==> src/rtl/video_out_timing_if.sv <==
// Read-FIFO side of the video output path: pixel data and occupancy in, pop and fill-enable out.
// The timing generator is the master; the FIFO controller side is the slave.
interface video_out_timing_if;
    logic [15:0] fifo_dout;
    logic        fifo_empty;
    logic [9:0]  fifo_rd_count;
    logic        rd_en;
    logic        rd_valid;

    modport master (
        input  fifo_dout,
        input  fifo_empty,
        input  fifo_rd_count,
        output rd_en,
        output rd_valid
    );

    modport slave (
        output fifo_dout,
        output fifo_empty,
        output fifo_rd_count,
        input  rd_en,
        input  rd_valid
    );
endinterface

==> src/rtl/video_out_timing.sv <==
// Raster timing generator that pulls RGB565 pixels from the SDRAM read FIFO in step with the raster.
// state | meaning
// IDLE  | waiting for SDRAM init; all outputs at reset values
// PRIME | FIFO filling enabled, waiting for occupancy to reach PRIME_LEVEL
// RUN   | raster counters running, pixels popped on every visible cycle
module video_out_timing #(
    parameter int H_ACTIVE    = 640,
    parameter int H_FP        = 16,
    parameter int H_SYNC      = 96,
    parameter int H_BP        = 48,
    parameter int V_ACTIVE    = 480,
    parameter int V_FP        = 10,
    parameter int V_SYNC      = 2,
    parameter int V_BP        = 33,
    parameter bit SYNC_POL    = 1'b0,
    parameter int PRIME_LEVEL = 512
) (
    input  logic                clk,
    input  logic                rst,
    input  logic                init_done,
    video_out_timing_if.master  fifo,
    output logic                hsync,
    output logic                vsync,
    output logic                de,
    output logic [15:0]         pix_data,
    output logic                frame_start,
    output logic                underflow
);
    localparam int H_TOTAL = H_ACTIVE + H_FP + H_SYNC + H_BP;
    localparam int V_TOTAL = V_ACTIVE + V_FP + V_SYNC + V_BP;
    localparam int HW = $clog2(H_TOTAL);
    localparam int VW = $clog2(V_TOTAL);

    localparam logic [HW-1:0] H_ACT_END  = HW'(H_ACTIVE);
    localparam logic [HW-1:0] H_SYNC_BEG = HW'(H_ACTIVE + H_FP);
    localparam logic [HW-1:0] H_SYNC_END = HW'(H_ACTIVE + H_FP + H_SYNC);
    localparam logic [HW-1:0] H_LAST     = HW'(H_TOTAL - 1);
    localparam logic [VW-1:0] V_ACT_END  = VW'(V_ACTIVE);
    localparam logic [VW-1:0] V_SYNC_BEG = VW'(V_ACTIVE + V_FP);
    localparam logic [VW-1:0] V_SYNC_END = VW'(V_ACTIVE + V_FP + V_SYNC);
    localparam logic [VW-1:0] V_LAST     = VW'(V_TOTAL - 1);
    localparam logic [9:0]    PRIME_CNT  = 10'(PRIME_LEVEL);

    typedef enum logic [1:0] {
        ST_IDLE,
        ST_PRIME,
        ST_RUN
    } state_t;

    state_t          state_q;
    state_t          state_d;
    logic [HW-1:0]   h_cnt;
    logic [VW-1:0]   v_cnt;
    logic            act;
    logic            hs0;
    logic            vs0;
    logic            popped_q;
    logic            rd_valid_q;

    always_ff @(posedge clk) begin
        if (rst) begin
            state_q <= ST_IDLE;
        end else begin
            state_q <= state_d;
        end
    end

    always_comb begin
        state_d = state_q;
        case (state_q)
            ST_IDLE:  if (init_done) state_d = ST_PRIME;
            ST_PRIME: if (fifo.fifo_rd_count >= PRIME_CNT) state_d = ST_RUN;
            ST_RUN:   state_d = ST_RUN;
            default:  state_d = ST_IDLE;
        endcase
        // Losing SDRAM init aborts from any state.
        if (!init_done) begin
            state_d = ST_IDLE;
        end
    end

    // Counters sit at zero outside RUN so the first RUN cycle is pixel (0,0).
    always_ff @(posedge clk) begin
        if (rst || state_d != ST_RUN) begin
            h_cnt <= '0;
            v_cnt <= '0;
        end else if (state_q == ST_RUN) begin
            if (h_cnt == H_LAST) begin
                h_cnt <= '0;
                v_cnt <= (v_cnt == V_LAST) ? '0 : v_cnt + 1'b1;
            end else begin
                h_cnt <= h_cnt + 1'b1;
            end
        end
    end

    assign act = (state_q == ST_RUN) && (h_cnt < H_ACT_END) && (v_cnt < V_ACT_END);
    assign hs0 = (state_q == ST_RUN) && (h_cnt >= H_SYNC_BEG) && (h_cnt < H_SYNC_END);
    assign vs0 = (state_q == ST_RUN) && (v_cnt >= V_SYNC_BEG) && (v_cnt < V_SYNC_END);

    assign fifo.rd_en    = act && !fifo.fifo_empty;
    assign fifo.rd_valid = rd_valid_q;

    always_ff @(posedge clk) begin
        if (rst) begin
            rd_valid_q <= 1'b0;
        end else begin
            rd_valid_q <= (state_d != ST_IDLE);
        end
    end

    // Stage-1 outputs drop to idle levels in the same cycle the FSM returns to IDLE.
    always_ff @(posedge clk) begin
        if (rst || !init_done) begin
            de          <= 1'b0;
            hsync       <= ~SYNC_POL;
            vsync       <= ~SYNC_POL;
            frame_start <= 1'b0;
            popped_q    <= 1'b0;
        end else begin
            de          <= act;
            hsync       <= hs0 ? SYNC_POL : ~SYNC_POL;
            vsync       <= vs0 ? SYNC_POL : ~SYNC_POL;
            frame_start <= act && (h_cnt == '0) && (v_cnt == '0);
            popped_q    <= fifo.rd_en;
        end
    end

    always_ff @(posedge clk) begin
        if (rst) begin
            underflow <= 1'b0;
        end else if (act && fifo.fifo_empty) begin
            underflow <= 1'b1;
        end
    end

    // FIFO data arrives the cycle after the pop, which is the cycle de shows that pixel.
    assign pix_data = (de && popped_q) ? fifo.fifo_dout : 16'h0000;

endmodule

==> src/flat_wrapper.sv <==
// flat-port wrapper written by rule: the top's interface ports become plain ports
module video_out_timing_flat 
#(
    parameter int H_ACTIVE    = 640,
    parameter int H_FP        = 16,
    parameter int H_SYNC      = 96,
    parameter int H_BP        = 48,
    parameter int V_ACTIVE    = 480,
    parameter int V_FP        = 10,
    parameter int V_SYNC      = 2,
    parameter int V_BP        = 33,
    parameter bit SYNC_POL    = 1'b0,
    parameter int PRIME_LEVEL = 512
)
  (clk, rst, init_done, hsync, vsync, de, pix_data, frame_start, underflow, fifo_fifo_dout, fifo_fifo_empty, fifo_fifo_rd_count, fifo_rd_en, fifo_rd_valid);
  video_out_timing_if fifo_i ();
  input  logic clk;
  input  logic rst;
  input  logic init_done;
  output logic hsync;
  output logic vsync;
  output logic de;
  output logic [15:0] pix_data;
  output logic frame_start;
  output logic underflow;
  input wire logic [$bits(fifo_i.fifo_dout)-1:0] fifo_fifo_dout;
  input wire logic [$bits(fifo_i.fifo_empty)-1:0] fifo_fifo_empty;
  input wire logic [$bits(fifo_i.fifo_rd_count)-1:0] fifo_fifo_rd_count;
  output wire logic [$bits(fifo_i.rd_en)-1:0] fifo_rd_en;
  output wire logic [$bits(fifo_i.rd_valid)-1:0] fifo_rd_valid;
  assign fifo_i.fifo_dout = fifo_fifo_dout;
  assign fifo_i.fifo_empty = fifo_fifo_empty;
  assign fifo_i.fifo_rd_count = fifo_fifo_rd_count;
  assign fifo_rd_en = fifo_i.rd_en;
  assign fifo_rd_valid = fifo_i.rd_valid;
  video_out_timing #(.H_ACTIVE(H_ACTIVE), .H_FP(H_FP), .H_SYNC(H_SYNC), .H_BP(H_BP), .V_ACTIVE(V_ACTIVE), .V_FP(V_FP), .V_SYNC(V_SYNC), .V_BP(V_BP), .SYNC_POL(SYNC_POL), .PRIME_LEVEL(PRIME_LEVEL)) u_core (.clk(clk), .rst(rst), .init_done(init_done), .fifo(fifo_i), .hsync(hsync), .vsync(vsync), .de(de), .pix_data(pix_data), .frame_start(frame_start), .underflow(underflow));
endmodule
==> config.mk <==
export PLATFORM = sky130hd
export DESIGN_NAME = video_out_timing_flat
export DESIGN_NICKNAME = d
export VERILOG_FILES = /design/src/rtl/video_out_timing_if.sv /design/src/rtl/video_out_timing.sv /design/src/flat_wrapper.sv
export SDC_FILE = /design/constraint.sdc
export NUM_CORES = 1
export LEC_CHECK = 0
export BUFFER_PORTS_ARGS = -buffer_cell sky130_fd_sc_hd__buf_4
export CAP_MARGIN = 20
export CORE_MARGIN = 4
export CORE_UTILIZATION = 44
export CTS_BUF_LIST = sky130_fd_sc_hd__clkbuf_8 sky130_fd_sc_hd__clkbuf_16
export DETAILED_ROUTE_END_ITERATION = 6
export GPL_TIMING_DRIVEN = 0
export PLACE_DENSITY = 0.83
export SLEW_MARGIN = 15
export SYNTH_ARGS = -nofsm -noshare
export SYNTH_HDL_FRONTEND = slang
export SYNTH_SLANG_ARGS = --single-unit
==> constraint.sdc <==
create_clock -name clk -period 1.95 [get_ports clk]
set_input_delay 0.0975 -clock clk [delete_from_list [all_inputs] [get_ports clk]]
set_output_delay 0.0975 -clock clk [all_outputs]
set_load 0.02 [all_outputs]
==> results.cfg, run 1 <==
[grt]
grt_pass1_wl_um = 6330
grt_max_degree = 11
antenna_found_initial = 0
groute.usage.overall = 0.189
grt_pass1_vias = 1391
grt_overflow = 0

[logic_synthesis]
synth_mux_area_frac = 0
netlist_area_mm2 = 0.00144
synth_area_leader_cell = dfxtp_1
ys_types = 38
synthFlopType = dfxtp_1
syn_inst = 172
yosys-top-cells-count = dfxtp_1, and3_1, nor2_1, a21oi_1, nand2_1
synth-edff-count = 0
synth_top_area_frac = 0.402
synthAdderAreaFrac = 0.0347
synthXorXnorAreaFrac = 0.0485
synth-seq-area-share = 0.402
synth_top_family_by_area = simple AND/OR/NAND/NOR gates
ys_ff_latch = 29
ys_async_sr_fraction = 0
yosys.area_share.simple = 0.356
synthTopCellsByArea = dfxtp_1, and3_1, nor2_1
synth_compound_area_frac = 0.118
ys.warnings.count = 0
syn_avg_cell_area_um2 = 8.39
synth_most_common_cell = dfxtp_1
syn_nets = 206

[drt]
drt_iter0_markers = 43
drc = 0
first_pass_iters = 4
drt-total-wl_um = 3910
vias = 1487
vias_per_cell = 5.49
post_drt_wl_per_cell_um = 14.4
drtAntennaViolNets = 0

[cts]
cts_buffer_depth = 2
cts-root-buf = clkbuf_8
cts_buffers = 5
cts.sinks = 29
insertion_delay_ns = 0.27
tritoncts = done
ctsHtreeMaxLevel = 2
clkTransAtPathRegs_ns = 0.06

[placement]
dp_cells = 259
io_buffer_count = 43
place_congestion = 0.788
placed_area_mm2 = 0.00184
hpwl_um = 2640

[critical_path]
worstSetupStartpointType = flop
cp_top_family = simple AND/OR/NAND/NOR gates
crit_chain = or2_4 -> or4_4 -> or4_4 -> a21oi_2
cp_num_buf_inv = 0
r2r_setup_slack_ns = 0.02
worstPathMaxFanout = 7
required_ns = 2.16
worst_path_max_delay_cell = or4_4
cpPeakStageDelay_ns = 0.55
crit_type = reg2reg
arrival_ns = 2.14
cp-end-kind = flop
worst_path_most_repeated_cell = or4_4

[power_and_ir_drop]
power_density_mw_per_mm2 = 577
ir_drop_uv = 502
p_leak_uw = 0.000856

[finish]
fin_area_mm2 = 0.00206
stdcell_count = 271
final_net_count = 260
final_core_util = 0.664
fillCellCount = 301
area_growth_pct = 42.6
num_antenna_cells = 0
layout-drive-gt1-share = 0.352

[timing]
period_share = 0.988
skew_ns = 0.00666
setup_tns_ns = 0
timing.hold.ws_ns = 0.0168
tightest_slew_ns = 0.545
finalSetupViolCount = 0
slew_headroom = 0.634
max_freq_ghz = 0.519
finalMaxSlewViolations = 0
fin_crit_ns = 1.93
hold_violations = 0
rsz0062_at_grt = true

[floorplanning]
die_x_um = 65.3
die_h_um = 65.3
design.die.area_mm2 = 0.00426
row_count = 20
start_util = 0.465
core_area_mm2 = 0.00310
io_pins = 53

[status]
status = finished clean

[run]
max_cap_viol_count = 0

[worst_hold_path]
min_path_type = in2reg
-- final timing paths --
| path | start | endpoint | cells after the start |
|---|---|---|---|
| min | fifo_fifo_rd_count[9] | u_core.state_q[0] | 2 |
| max reg2reg | u_core.h_cnt[5] | u_core.v_cnt[5] | 4 |
| min reg2reg | u_core.underflow | u_core.underflow | 2 |
| max | u_core.h_cnt[5] | u_core.v_cnt[5] | 4 |
-- registers in the layout, indices dropped and copies added (netlist names) --
register and count:
u_core.h_cnt 10, u_core.v_cnt 10, u_core.state_q 2, u_core.de 1, u_core.fifo.rd_valid 1, u_core.frame_start 1, u_core.hsync 1, u_core.popped_q 1
u_core.underflow 1, u_core.vsync 1
-- per-layer routing --
layer | GRT usage | wire length [um]
met2 | 0.319 | 1870
met4 | 0.0596 | 36
met1 | 0.221 | 1540
met5 | 0 | 0
met3 | 0.0701 | 455
-- cell type report --
cell class                 instances  area [um^2]  area share
buffer                             4         18.8     0.00911
clock buffer                       7         96.3      0.0468
clock inverter                     1         5.00     0.00243
inverter                           9         33.8      0.0164
multi-input combinational        128          878       0.426
sequential                        29          599       0.291
tap                               44         55.1      0.0267
timing repair buffer              49          373       0.181
-- power breakdown --
group          switching [uW]  internal, uW  total (uW)  leakage [uW]
Clock                     221           318         540     0.0000542
Combinational            17.6          35.0        52.6      0.000562
Sequential               3.76           592         595      0.000240
-- what timing repair did --
action                     CTS  global route
hold endpoints to repair     2             0
gates cloned                 0             0
resized for setup           15            13
setup buffers                1             3
setup endpoints to repair   16            17
hold buffers                 2             0
pin swaps                    1             2
-- layout by cell type, fill, tap and decap left out, drive strengths merged --
cell          n
a211oi        1
a21o          1
a21oi        11
a311oi        2
a31oi         1
a41oi         2
and2          1
and3         18
and4          1
buf          48
clkbuf       10
clkinv        1
dfxtp        29
dlygate4sd3   2
ha            4
inv           9
nand2        11
nand2b        1
nand3         7
nand3b        3
nand4         8
nand4b        1
nor2         16
nor2b         1
nor3          6
nor4          3
nor4b         2
o2111ai       1
o21a          1
o21ai         4
o31ai         3
or2           1
or2b          1
or3           3
or4           4
or4b          1
xnor2         5
xor2          3
-- logic make-up after synthesis --
| family | after synthesis |
|---|---|
| compound gates | 27 |
| xor+xnor | 8 |
| fa+ha+maj | 4 |
| buf+inv | 15 |
| flops | 29 |
| simple gates | 89 |
-- worst register-to-register path: cells and delay by family (launching register included) --
kind            cells  cell delay, ns
flops               1            0.36
simple gates        3            1.36
compound gates      1            0.14
-- stage by stage --
| stage | setup WS (ns) | total power, uW |
|---|---|---|
| 6_report | 0.0230 | 1190 |
| 5_1_grt | -0.0245 | 1230 |
| 4_1_cts | -0.0108 | 1200 |
| 3_5_place_dp | -0.291 | 661 |
| 3_3_place_gp | -0.253 | 660 |
| 2_1_floorplan | 0.0217 | 624 |
Note: power is estimated with default switching activity, not from simulation.
==> run 2, diff against run 1 <==
--- a/config.mk
+++ b/config.mk
@@ -13,6 +13,7 @@
 export DETAILED_ROUTE_END_ITERATION = 6
 export GPL_TIMING_DRIVEN = 0
 export PLACE_DENSITY = 0.83
+export REMOVE_ABC_BUFFERS = 1
 export SLEW_MARGIN = 15
 export SYNTH_ARGS = -nofsm -noshare
 export SYNTH_HDL_FRONTEND = slang
==> run 2 against run 1 <==
  * The flow now finishes with violations (negative hold slack)
  * Clock power decreased by 10%
  * Worst hold slack got worse by 0.020 ns
  * Worst setup slack got worse by 0.014 ns
  * Final cell count increased by 1.5%
  * Register-to-register slack about the same
  * Fmax decreased by 0.70%
  * Design area increased by 3.5%
  * Clock skew increased by 0.0030 ns
  * Core utilization increased by 2.3 points
  * Power decreased by 4.3%
  * Global-route usage decreased by 0.27 points
  * Flip-flop and latch count unchanged
  * Critical path type unchanged
  * Critical endpoint unchanged
  * Largest cell class unchanged
  * Highest routed layer unchanged
==> results.cfg, run 2 (synthesis results as in run 1) <==
[run]
max_cap_viol_count = 0

[drt]
post_drt_wl_per_cell_um = 14.9
vias = 1548
drc = 0
drt_iter0_markers = 59
first_pass_iters = 4
drtAntennaViolNets = 0
vias_per_cell = 5.63
drt-total-wl_um = 4100

[power_and_ir_drop]
comb_power_share = 0.047
power_density_mw_per_mm2 = 534
p_sw_frac = 0.231
intPower_uw = 875
switchingPower_uw = 262
clkPwrFrac = 0.428
p_leak_uw = 0.000891
seqPwrFrac = 0.525
ir_drop_uv = 467

[timing]
finalMaxSlewViolations = 0
slew_headroom = 0.665
finalSetupViolCount = 0
tightest_slew_ns = 0.501
skew_ns = 0.00962
fin_crit_ns = 1.94
timing.hold.ws_ns = -0.00277
max_freq_ghz = 0.515
period_share = 0.995
hold_violations = 1

[cts]
ctsHtreeMaxLevel = 2
clkTransAtPathRegs_ns = 0.07
cts_buffers = 5
insertion_delay_ns = 0.29
tritoncts = done
cts.sinks = 29
cts-root-buf = clkbuf_8
cts_buffer_depth = 2

[finish]
final_core_util = 0.687
num_antenna_cells = 0
multiInputGateArea_um2 = 907
fin_area_mm2 = 0.00213
layout_common_cells = buf_4, dfxtp_1, and3_1
final_common_cell = buf_4
fillCellCount = 235
regArea_um2 = 596
final_net_count = 264
top_regs = u_core.h_cnt (10), u_core.v_cnt (10), u_core.state_q (2)
area_growth_pct = 47.6
layout-drive-gt1-share = 0.394
stdcell_count = 275

[critical_path]
worst_path_most_repeated_cell = or4_4
worstSetupStartpointType = flop
worst_path_max_delay_cell = or4_4
r2r_start = u_core.h_cnt[5]
cp.depth = 4
arrival_ns = 2.16
crit_type = reg2reg
critPathCapture = u_core.v_cnt[5]
required_ns = 2.17
r2r_cells = 4
cp-end-kind = flop
cpPeakStageDelay_ns = 0.60
worstPathMaxFanout = 6
cp_top_family = simple AND/OR/NAND/NOR gates
crit_chain = or2_4 -> or4_4 -> or4_4 -> a21oi_2
r2r_setup_slack_ns = 0.009
cp-startpoint = u_core.h_cnt[5]
r2r_end = u_core.v_cnt[5]
cp_num_buf_inv = 0

[floorplanning]
row_count = 20
die_h_um = 65.3
core_area_mm2 = 0.00310
io_pins = 53
die_x_um = 65.3
start_util = 0.465
design.die.area_mm2 = 0.00426

[placement]
place_congestion = 0.861
placed_area_mm2 = 0.00180
io_buffer_count = 43
hpwl_um = 2450
dp_cells = 253

[grt]
groute.usage.overall = 0.186
grt_max_degree = 18
grt_pass1_vias = 1346
antenna_found_initial = 0
grt_pass1_wl_um = 6090
grt_overflow = 0

[status]
status = finished with violations
violations = negative hold slack

[worst_hold_path]
min_path_type = in2reg
==> run 2: cell types whose count changed in the layout (fill, tap and decap cells not counted), moves of 2 or more <==
cell,previous run,this run
clkbuf_8,7,5
clkbuf_1,3,0
buf_4,48,52
or3_4,0,2
a21oi_2,3,6
buf_6,0,2
or3_1,3,1
a21oi_1,8,5
==> run 2: how the worst min path moves through the flow <==
stage                                startpoint                 to  depth (start not counted)
after floorplan                 fifo_fifo_empty    u_core.popped_q                          1
after global placement                      rst   u_core.underflow                          2
after detailed placement                    rst   u_core.underflow                          2
after CTS                 fifo_fifo_rd_count[9]  u_core.state_q[0]                          2
after global routing      fifo_fifo_rd_count[9]  u_core.state_q[0]                          2
final                     fifo_fifo_rd_count[9]  u_core.state_q[0]                          2
==> run 2: repair_timing <==
item                                   CTS  global route
setup endpoints to repair               16             7
buffers inserted                         2            10
hold buffers                             2             0
pin swaps                                1            12
gates resized for setup                 12            24
endpoints found under the hold margin    2             0
==> run 2: through the flow <==
step	setup WS (ns)	total power [uW]	setup TNS (ns)	hold slack, ns
2_1_floorplan	-0.169	624	-0.779	0.170
3_3_place_gp	-0.476	659	-3.69	0.261
3_5_place_dp	-0.535	660	-4.06	0.264
4_1_cts	0.0108	1140	0	0.00189
5_1_grt	-0.0201	1180	-0.100	0.0136
6_report	0.00945	1140	0	-0.00277
==> run 2: area by class of cell <==
| type | count | share of cell area |
|---|---|---|
| Multi-Input combinational cell | 128 | 0.426 |
| Sequential cell | 29 | 0.280 |
| Timing Repair Buffer | 57 | 0.213 |
| Clock buffer | 5 | 0.0323 |
| Tap cell | 44 | 0.0258 |
| Inverter | 9 | 0.0159 |
| Clock inverter | 3 | 0.00822 |
==> run 2: power by group through the flow <==
| stage | logic (uW) | registers, uW | clock network [uW] |
|---|---|---|---|
| after floorplan | 9.62 | 614 | 0 |
| after global placement | 46.2 | 613 | 0 |
| after detailed placement | 46.9 | 613 | 0 |
| after CTS | 50.5 | 600 | 488 |
| after global routing | 57.8 | 598 | 524 |
| final | 53.2 | 598 | 486 |
==> run 2: layer usage <==
metal,track usage,wire length (um),vias to the layer above
met5,0,0,-
met3,0.0598,458,16
li1,-,-,752
met1,0.210,1460,708
met2,0.302,2030,72
met4,0.117,144,0
